[src/rtl/ps2_scan_ctrl.sv]
// PS/2 scan-code sequencer: folds E0/F0/E1 prefixes into key events, tracks modifiers, buffers events in a FIFO.
// Optional feature macro: PS2_PAUSE_EN builds the E1 pause-sequence state and its counter.
module ps2_scan_ctrl #(
    parameter int TIMEOUT_CYC = 1_000_000,
    parameter int FIFO_DEPTH  = 4
) (
    input  logic       CLOCK,
    input  logic       RST_n,
    input  logic       iTrig,
    input  logic [7:0] iData,
    output logic       oEvt_Valid,
    input  logic       iEvt_Ready,
    output logic [7:0] oEvt_Code,
    output logic       oEvt_Ext,
    output logic       oEvt_Break,
    output logic [3:0] oMod,
    output logic       oDrop,
    output logic [2:0] oState
);

    localparam int TW = $clog2(TIMEOUT_CYC);
    localparam int AW = $clog2(FIFO_DEPTH);
    localparam int CW = AW + 1;
    localparam logic [TW-1:0] GAP_LAST = TW'(TIMEOUT_CYC - 2);
    localparam logic [CW-1:0] FULL_CNT = CW'(FIFO_DEPTH);

`ifdef PS2_PAUSE_EN
    typedef enum logic [2:0] {
        IDLE   = 3'd0,
        EXT    = 3'd1,
        BRK    = 3'd2,
        EXTBRK = 3'd3,
        PAUSE  = 3'd4
    } state_t;
`else
    typedef enum logic [2:0] {
        IDLE   = 3'd0,
        EXT    = 3'd1,
        BRK    = 3'd2,
        EXTBRK = 3'd3
    } state_t;
`endif

    state_t        state;
    state_t        nxtState;
    logic [TW-1:0] gapCnt;
    logic          timeout;
    logic          emit;
    logic          emitExt;
    logic          emitBrk;
    logic [7:0]    emitCode;
    logic          isCtrl;
    logic          isPrefix;
`ifdef PS2_PAUSE_EN
    logic [2:0]    pauseCnt;
    logic          pauseLoad;
`endif

    logic [9:0]    mem [FIFO_DEPTH];
    logic [AW-1:0] wrPtr;
    logic [AW-1:0] rdPtr;
    logic [CW-1:0] count;
    logic          full;
    logic          pop;
    logic          push;
    logic          drop;

    assign isCtrl   = iData inside {8'h00, 8'hAA, 8'hEE, 8'hFA, 8'hFE, 8'hFF};
    assign isPrefix = iData inside {8'hE0, 8'hE1, 8'hF0};

    always_comb begin
        nxtState = state;
        emit     = 1'b0;
        emitExt  = 1'b0;
        emitBrk  = 1'b0;
        emitCode = iData;
        timeout  = 1'b0;
`ifdef PS2_PAUSE_EN
        pauseLoad = 1'b0;
`endif
        if (iTrig) begin
            case (state)
                IDLE: begin
                    if (iData == 8'hE0) begin
                        nxtState = EXT;
                    end else if (iData == 8'hF0) begin
                        nxtState = BRK;
`ifdef PS2_PAUSE_EN
                    end else if (iData == 8'hE1) begin
                        nxtState  = PAUSE;
                        pauseLoad = 1'b1;
`endif
                    end else if (!isCtrl && iData != 8'hE1) begin
                        emit = 1'b1;
                    end
                end
                EXT: begin
                    if (iData == 8'hF0) begin
                        nxtState = EXTBRK;
                    end else if (iData != 8'hE0) begin
                        emit     = 1'b1;
                        emitExt  = 1'b1;
                        nxtState = IDLE;
                    end
                end
                BRK: begin
                    nxtState = IDLE;
                    if (!isPrefix) begin
                        emit    = 1'b1;
                        emitBrk = 1'b1;
                    end
                end
                EXTBRK: begin
                    nxtState = IDLE;
                    if (!isPrefix) begin
                        emit    = 1'b1;
                        emitExt = 1'b1;
                        emitBrk = 1'b1;
                    end
                end
`ifdef PS2_PAUSE_EN
                PAUSE: begin
                    if (pauseCnt == 3'd1) begin
                        emit     = 1'b1;
                        emitExt  = 1'b1;
                        emitCode = 8'hE1;
                        nxtState = IDLE;
                    end
                end
`endif
                default: nxtState = IDLE;
            endcase
        end else if (state != IDLE && gapCnt == GAP_LAST) begin
            // a byte arriving on the expiry cycle takes the branch above instead
            timeout  = 1'b1;
            nxtState = IDLE;
        end
    end

    always_ff @(posedge CLOCK) begin
        if (!RST_n) begin
            state  <= IDLE;
            gapCnt <= '0;
            oMod   <= '0;
            oDrop  <= 1'b0;
`ifdef PS2_PAUSE_EN
            pauseCnt <= '0;
`endif
        end else begin
            state  <= nxtState;
            oDrop  <= drop;
            if (iTrig || state == IDLE || timeout) begin
                gapCnt <= '0;
            end else begin
                gapCnt <= gapCnt + 1'b1;
            end
`ifdef PS2_PAUSE_EN
            if (pauseLoad) begin
                pauseCnt <= 3'd7;
            end else if (iTrig && state == PAUSE) begin
                pauseCnt <= pauseCnt - 1'b1;
            end else if (timeout) begin
                pauseCnt <= '0;
            end
`endif
            // modifiers track every decoded event, including ones the FIFO drops
            if (emit) begin
                if (emitCode == 8'h12 && !emitExt) oMod[0] <= !emitBrk;
                if (emitCode == 8'h59 && !emitExt) oMod[1] <= !emitBrk;
                if (emitCode == 8'h14)             oMod[2] <= !emitBrk;
                if (emitCode == 8'h11)             oMod[3] <= !emitBrk;
            end
        end
    end

    assign full       = (count == FULL_CNT);
    assign oEvt_Valid = (count != '0);
    assign pop        = oEvt_Valid && iEvt_Ready;
    assign push       = emit && (!full || pop);
    assign drop       = emit && full && !pop;

    assign {oEvt_Ext, oEvt_Break, oEvt_Code} = mem[rdPtr];

    always_ff @(posedge CLOCK) begin
        if (!RST_n) begin
            wrPtr <= '0;
            rdPtr <= '0;
            count <= '0;
            for (int unsigned i = 0; i < FIFO_DEPTH; i++) begin
                mem[i] <= '0;
            end
        end else begin
            // when full, the write lands in the slot being popped this cycle
            if (push) begin
                mem[wrPtr] <= {emitExt, emitBrk, emitCode};
                wrPtr      <= wrPtr + 1'b1;
            end
            if (pop) begin
                rdPtr <= rdPtr + 1'b1;
            end
            if (push && !pop) begin
                count <= count + 1'b1;
            end else if (pop && !push) begin
                count <= count - 1'b1;
            end
        end
    end

    assign oState = state;

endmodule

[config.mk]
export PLATFORM = sky130hd
export DESIGN_NAME = ps2_scan_ctrl
export DESIGN_NICKNAME = d
export VERILOG_FILES = /design/src/rtl/ps2_scan_ctrl.sv
export SDC_FILE = /design/constraint.sdc
export NUM_CORES = 1
export LEC_CHECK = 0
export BUFFER_PORTS_ARGS = -buffer_cell sky130_fd_sc_hd__buf_2
export CAP_MARGIN = 20
export CELL_PAD_IN_SITES_DETAIL_PLACEMENT = 0
export CELL_PAD_IN_SITES_GLOBAL_PLACEMENT = 1
export CORE_MARGIN = 5
export CORE_UTILIZATION = 40
export CTS_CLUSTER_SIZE = 24
export DETAILED_ROUTE_END_ITERATION = 6
export PLACE_DENSITY = 0.79
export REMOVE_ABC_BUFFERS = 1
export SLEW_MARGIN = 30
export SYNTH_ARGS = -nofsm -noshare
export SYNTH_HDL_FRONTEND = slang
export SYNTH_SLANG_ARGS = --single-unit
[constraint.sdc]
create_clock -name CLOCK -period 3.96 [get_ports CLOCK]
set_clock_uncertainty 0.15 [all_clocks]
set_input_delay 0.594 -clock CLOCK [delete_from_list [all_inputs] [get_ports CLOCK]]
set_output_delay 0.594 -clock CLOCK [all_outputs]
set_load 0.03 [all_outputs]
==> key figures <==
Status
  • Status: finished clean

Clock tree
  • Post CTS Setup Buffer Count: 0
  • Clock tree sinks: 76
  • CTS tree: built
  • Clock Latency Late Sink: approximately 0.34 ns
  • H-tree depth: 3
  • Hold Buf Count CTS: 0
  • Max Root-Sink Buffers: 2
  • TritonCTS buffer count: 9
  • Clock Tree Root: clkbuf_8
  • Reg clk slew, reported paths: ~0.08 ns
  • CTS resizes: 0

STA
  • Max Slew Vio Count: 0
  • Worst hold slack: around 0.31 ns
  • RSZ-0062 raised after global routing: false
  • Setup WS post-layout: approximately 0.77 ns
  • F_max: around 0.31 GHz
  • Endpoints failing setup: 0
  • Worst slew pin tran: roughly 0.74 ns
  • Period utilisation layout: around 80%
  • Crit path time final: around 3.2 ns
  • Final Hold Fails: 0
  • Setup tns final: 0 ns
  • Max_slew headroom: 50.4%

Worst setup path
  • CP Capture Type: flip-flop
  • WP data required: between 4 and 5 ns
  • Crit Path Max Fanout: 12
  • Critical Path Start Type: input port
  • Kind of critical path: in2reg
  • R2R cell count: 11
  • Crit path arrival time: between 3 and 4 ns

Synthesis
  • Commonest cells in the netlist: edfxtp_1, nor2_1, dfxtp_1
  • Average size of a mapped cell: 11.4 um^2
  • Count leader, synth: edfxtp_1
  • Yosys Warn Count: 0
  • Synth area leaders: edfxtp_1, dfxtp_1, mux4_2, and3_1, nor2_1
  • Post-synth EDFFs: 40
  • Synth Register Bits: 76
  • Top cell type's share of synthesized area: between 30 and 40%
  • Cell taking the most area after synthesis: edfxtp_1
  • Cells after Synth: 319
  • Seq/Total Area, Yosys: a little over half
  • Asr flop ratio synth: 0%
  • Synth Cell Area: 3630 um^2
  • Unique masters post-synth: 53
  • Predominant post-synthesis flop cell: edfxtp_1

Power and ir drop
  • Seq pwr share: between 40% and 50%
  • Clock power share: between 30% and 40%
  • Psw: between 0.0006 and 0.0007 W
  • VDD IR max: approximately 0.23 mV
  • Leakage: between 1 and 1.5 nW
  • Int Pwr: between 0.001 and 0.0015 W
  • PwrDens: between 500 and 600 nW/um^2
  • Switching Fraction: between 20 and 30%
  • Design Power: 0.00205 W
  • Logic gate share of total power: between 20% and 30%

Place
  • Pre-CTS WS: ~0.40 ns
  • IO Port Bufs: 29
  • Gp weighted congestion: around 0.77
  • Hpwl dp: roughly 5 mm

Die
  • Die area: roughly 11000 um^2
  • Core box area: 8760 um^2
  • Core Rows: 34
  • Die Height: about 110 um
  • # IOs: 31
  • Width of the die: around 110 um
  • Initial Util: roughly two fifths

Global routing
  • Maximum number of pins on one net before global-route repair: 33
  • Gr ovfl total: 0
  • Initial antenna violation count: 0
  • Vias in the first global route: between 2k and 2.5k
  • Global-route wire length before repair: between 10 and 15 mm
  • GRT Util Overall: about an eighth

Route
  • Drt drc: 0
  • Drt total wl: a little over 7 mm
  • 1st-iter DRT viols: between 80 and 90
  • WL/cell: around 16 um
  • Vias per inst: 5.28
  • Antenna-violating nets left: 0
  • Drt pass-1 iters: 4
  • Via Count: about 2.4k

Cells and area
  • Share of post-route cells with drive strength above 1: between 10% and 20%
  • Area delta synth->final: 10.3%
  • Final nets: between 300 and 400
  • Final core occ: roughly 46%
  • Diodes inserted: 0

Hold path
  • Worst hold path depth: 1
  • HP Class: reg2reg

Flow run
  • Max-Cap Viols: 0
[through the flow]
stage | area (um^2) | cells
floorplan | 3480 | 300
global placement | 3780 | 439
finish | 4000 | 455
detailed placement | 3780 | 439
global route | 4000 | 455
CTS | 4000 | 455
[final cells by class]
| cell class | count | area [um^2] |
|---|---|---|
| multi-input combinational | 218 | 1540 |
| fill | 818 | 4760 |
| inverter | 6 | 22.5 |
| tap | 108 | 135 |
| clock buffer | 9 | 124 |
| sequential | 76 | 1920 |
| clock inverter | 7 | 100 |
| timing repair buffer | 31 | 160 |
[critical path, cell delays in order]
cell and delay, ns:
buf_2 0.17, or4_1 0.55, a2111oi_2 0.31, o21bai_1 0.11, a41oi_2 0.32, or2_1 0.21
inv_2 0.07, ha_1 0.20, inv_1 0.07, fa_1 0.17, xor2_1 0.07, or3_1 0.30
a21boi_0 0.16
[final timing paths]
check                           startpoint        end  slack, ns
worst min-delay path             gapCnt[0]  gapCnt[0]       0.31
worst min register to register   gapCnt[0]  gapCnt[0]       0.31
worst max register to register   oState[1]   count[2]       1.10
worst max-delay path              iData[3]   count[2]       0.77
[power by group through the flow]
| stage | Sequential, W | Combinational [W] | Clock, W |
|---|---|---|---|
| 2_1_floorplan | 0.000968 | 0.000324 | 0 |
| 3_3_place_gp | 0.000984 | 0.000424 | 0 |
| 3_5_place_dp | 0.000991 | 0.000436 | 0 |
| 4_1_cts | 0.000973 | 0.000436 | 0.000672 |
| 5_1_grt | 0.000984 | 0.000467 | 0.000706 |
| 6_report | 0.000970 | 0.000429 | 0.000654 |
[placed cells by master, fill, tap and decap left out, types with 2 or more instances in the layout]
cell / netlist / routed
edfxtp_1: 40 / 40
nor2_1: 39 / 39
dfxtp_1: 36 / 36
buf_2: 2 / 29
and3_1: 24 / 24
nand2_1: 16 / 16
and2_1: 13 / 13
nand3_1: 12 / 12
xor2_1: 12 / 12
mux4_2: 10 / 10
xnor2_1: 10 / 10
clkbuf_8: 1 / 9
nor3_1: 8 / 8
nor2b_1: 6 / 6
nand4_1: 5 / 5
inv_1: 5 / 5
or3_1: 5 / 5
nor4b_1: 4 / 4
nand2b_1: 4 / 4
nor4_1: 4 / 4
o21ai_0: 4 / 3
a21o_1: 3 / 3
and3_2: 3 / 3
a311oi_1: 3 / 3
nor3b_1: 3 / 3
mux2i_1: 3 / 3
ha_1: 3 / 3
or4_1: 2 / 2
and4_1: 2 / 2
nor4bb_1: 2 / 2
o22ai_1: 2 / 2
a21boi_0: 2 / 2
clkinv_4: 0 / 2
bufinv_16: 0 / 2
buf_4: 3 / 2
[sequential cells by signal, summed over array words and instances, names as in the netlist, named ones only]
register and count:
rdPtr 2, oState 2, oMod 4, gapCnt 20, mem 40, oDrop 1
wrPtr 2, count 3
[metal layers]
layer  GRT usage [%]  share of wire (%)  vias to the layer above
li1                -                  -                     1200
met5               0                  0                        -
met2            21.4                 49                       40
met3            4.46                4.8                        5
met4            3.01               0.56                        0
met1            17.2                 45                     1158
[logic make-up after synthesis]
logic type               Yosys count  share of synthesized area [%]
AND/OR/NAND/NOR                  158                           23.9
flip-flops                        76                           52.9
buffers and inverters             25                           4.72
XOR/XNOR                          22                           5.31
AO/OA/AOI/OAI                     20                           4.38
multiplexers                      13                           7.03
adder cells (fa/ha/maj)            4                           1.59
other                              1                          0.103
Note: power is estimated with default switching activity, not from simulation.
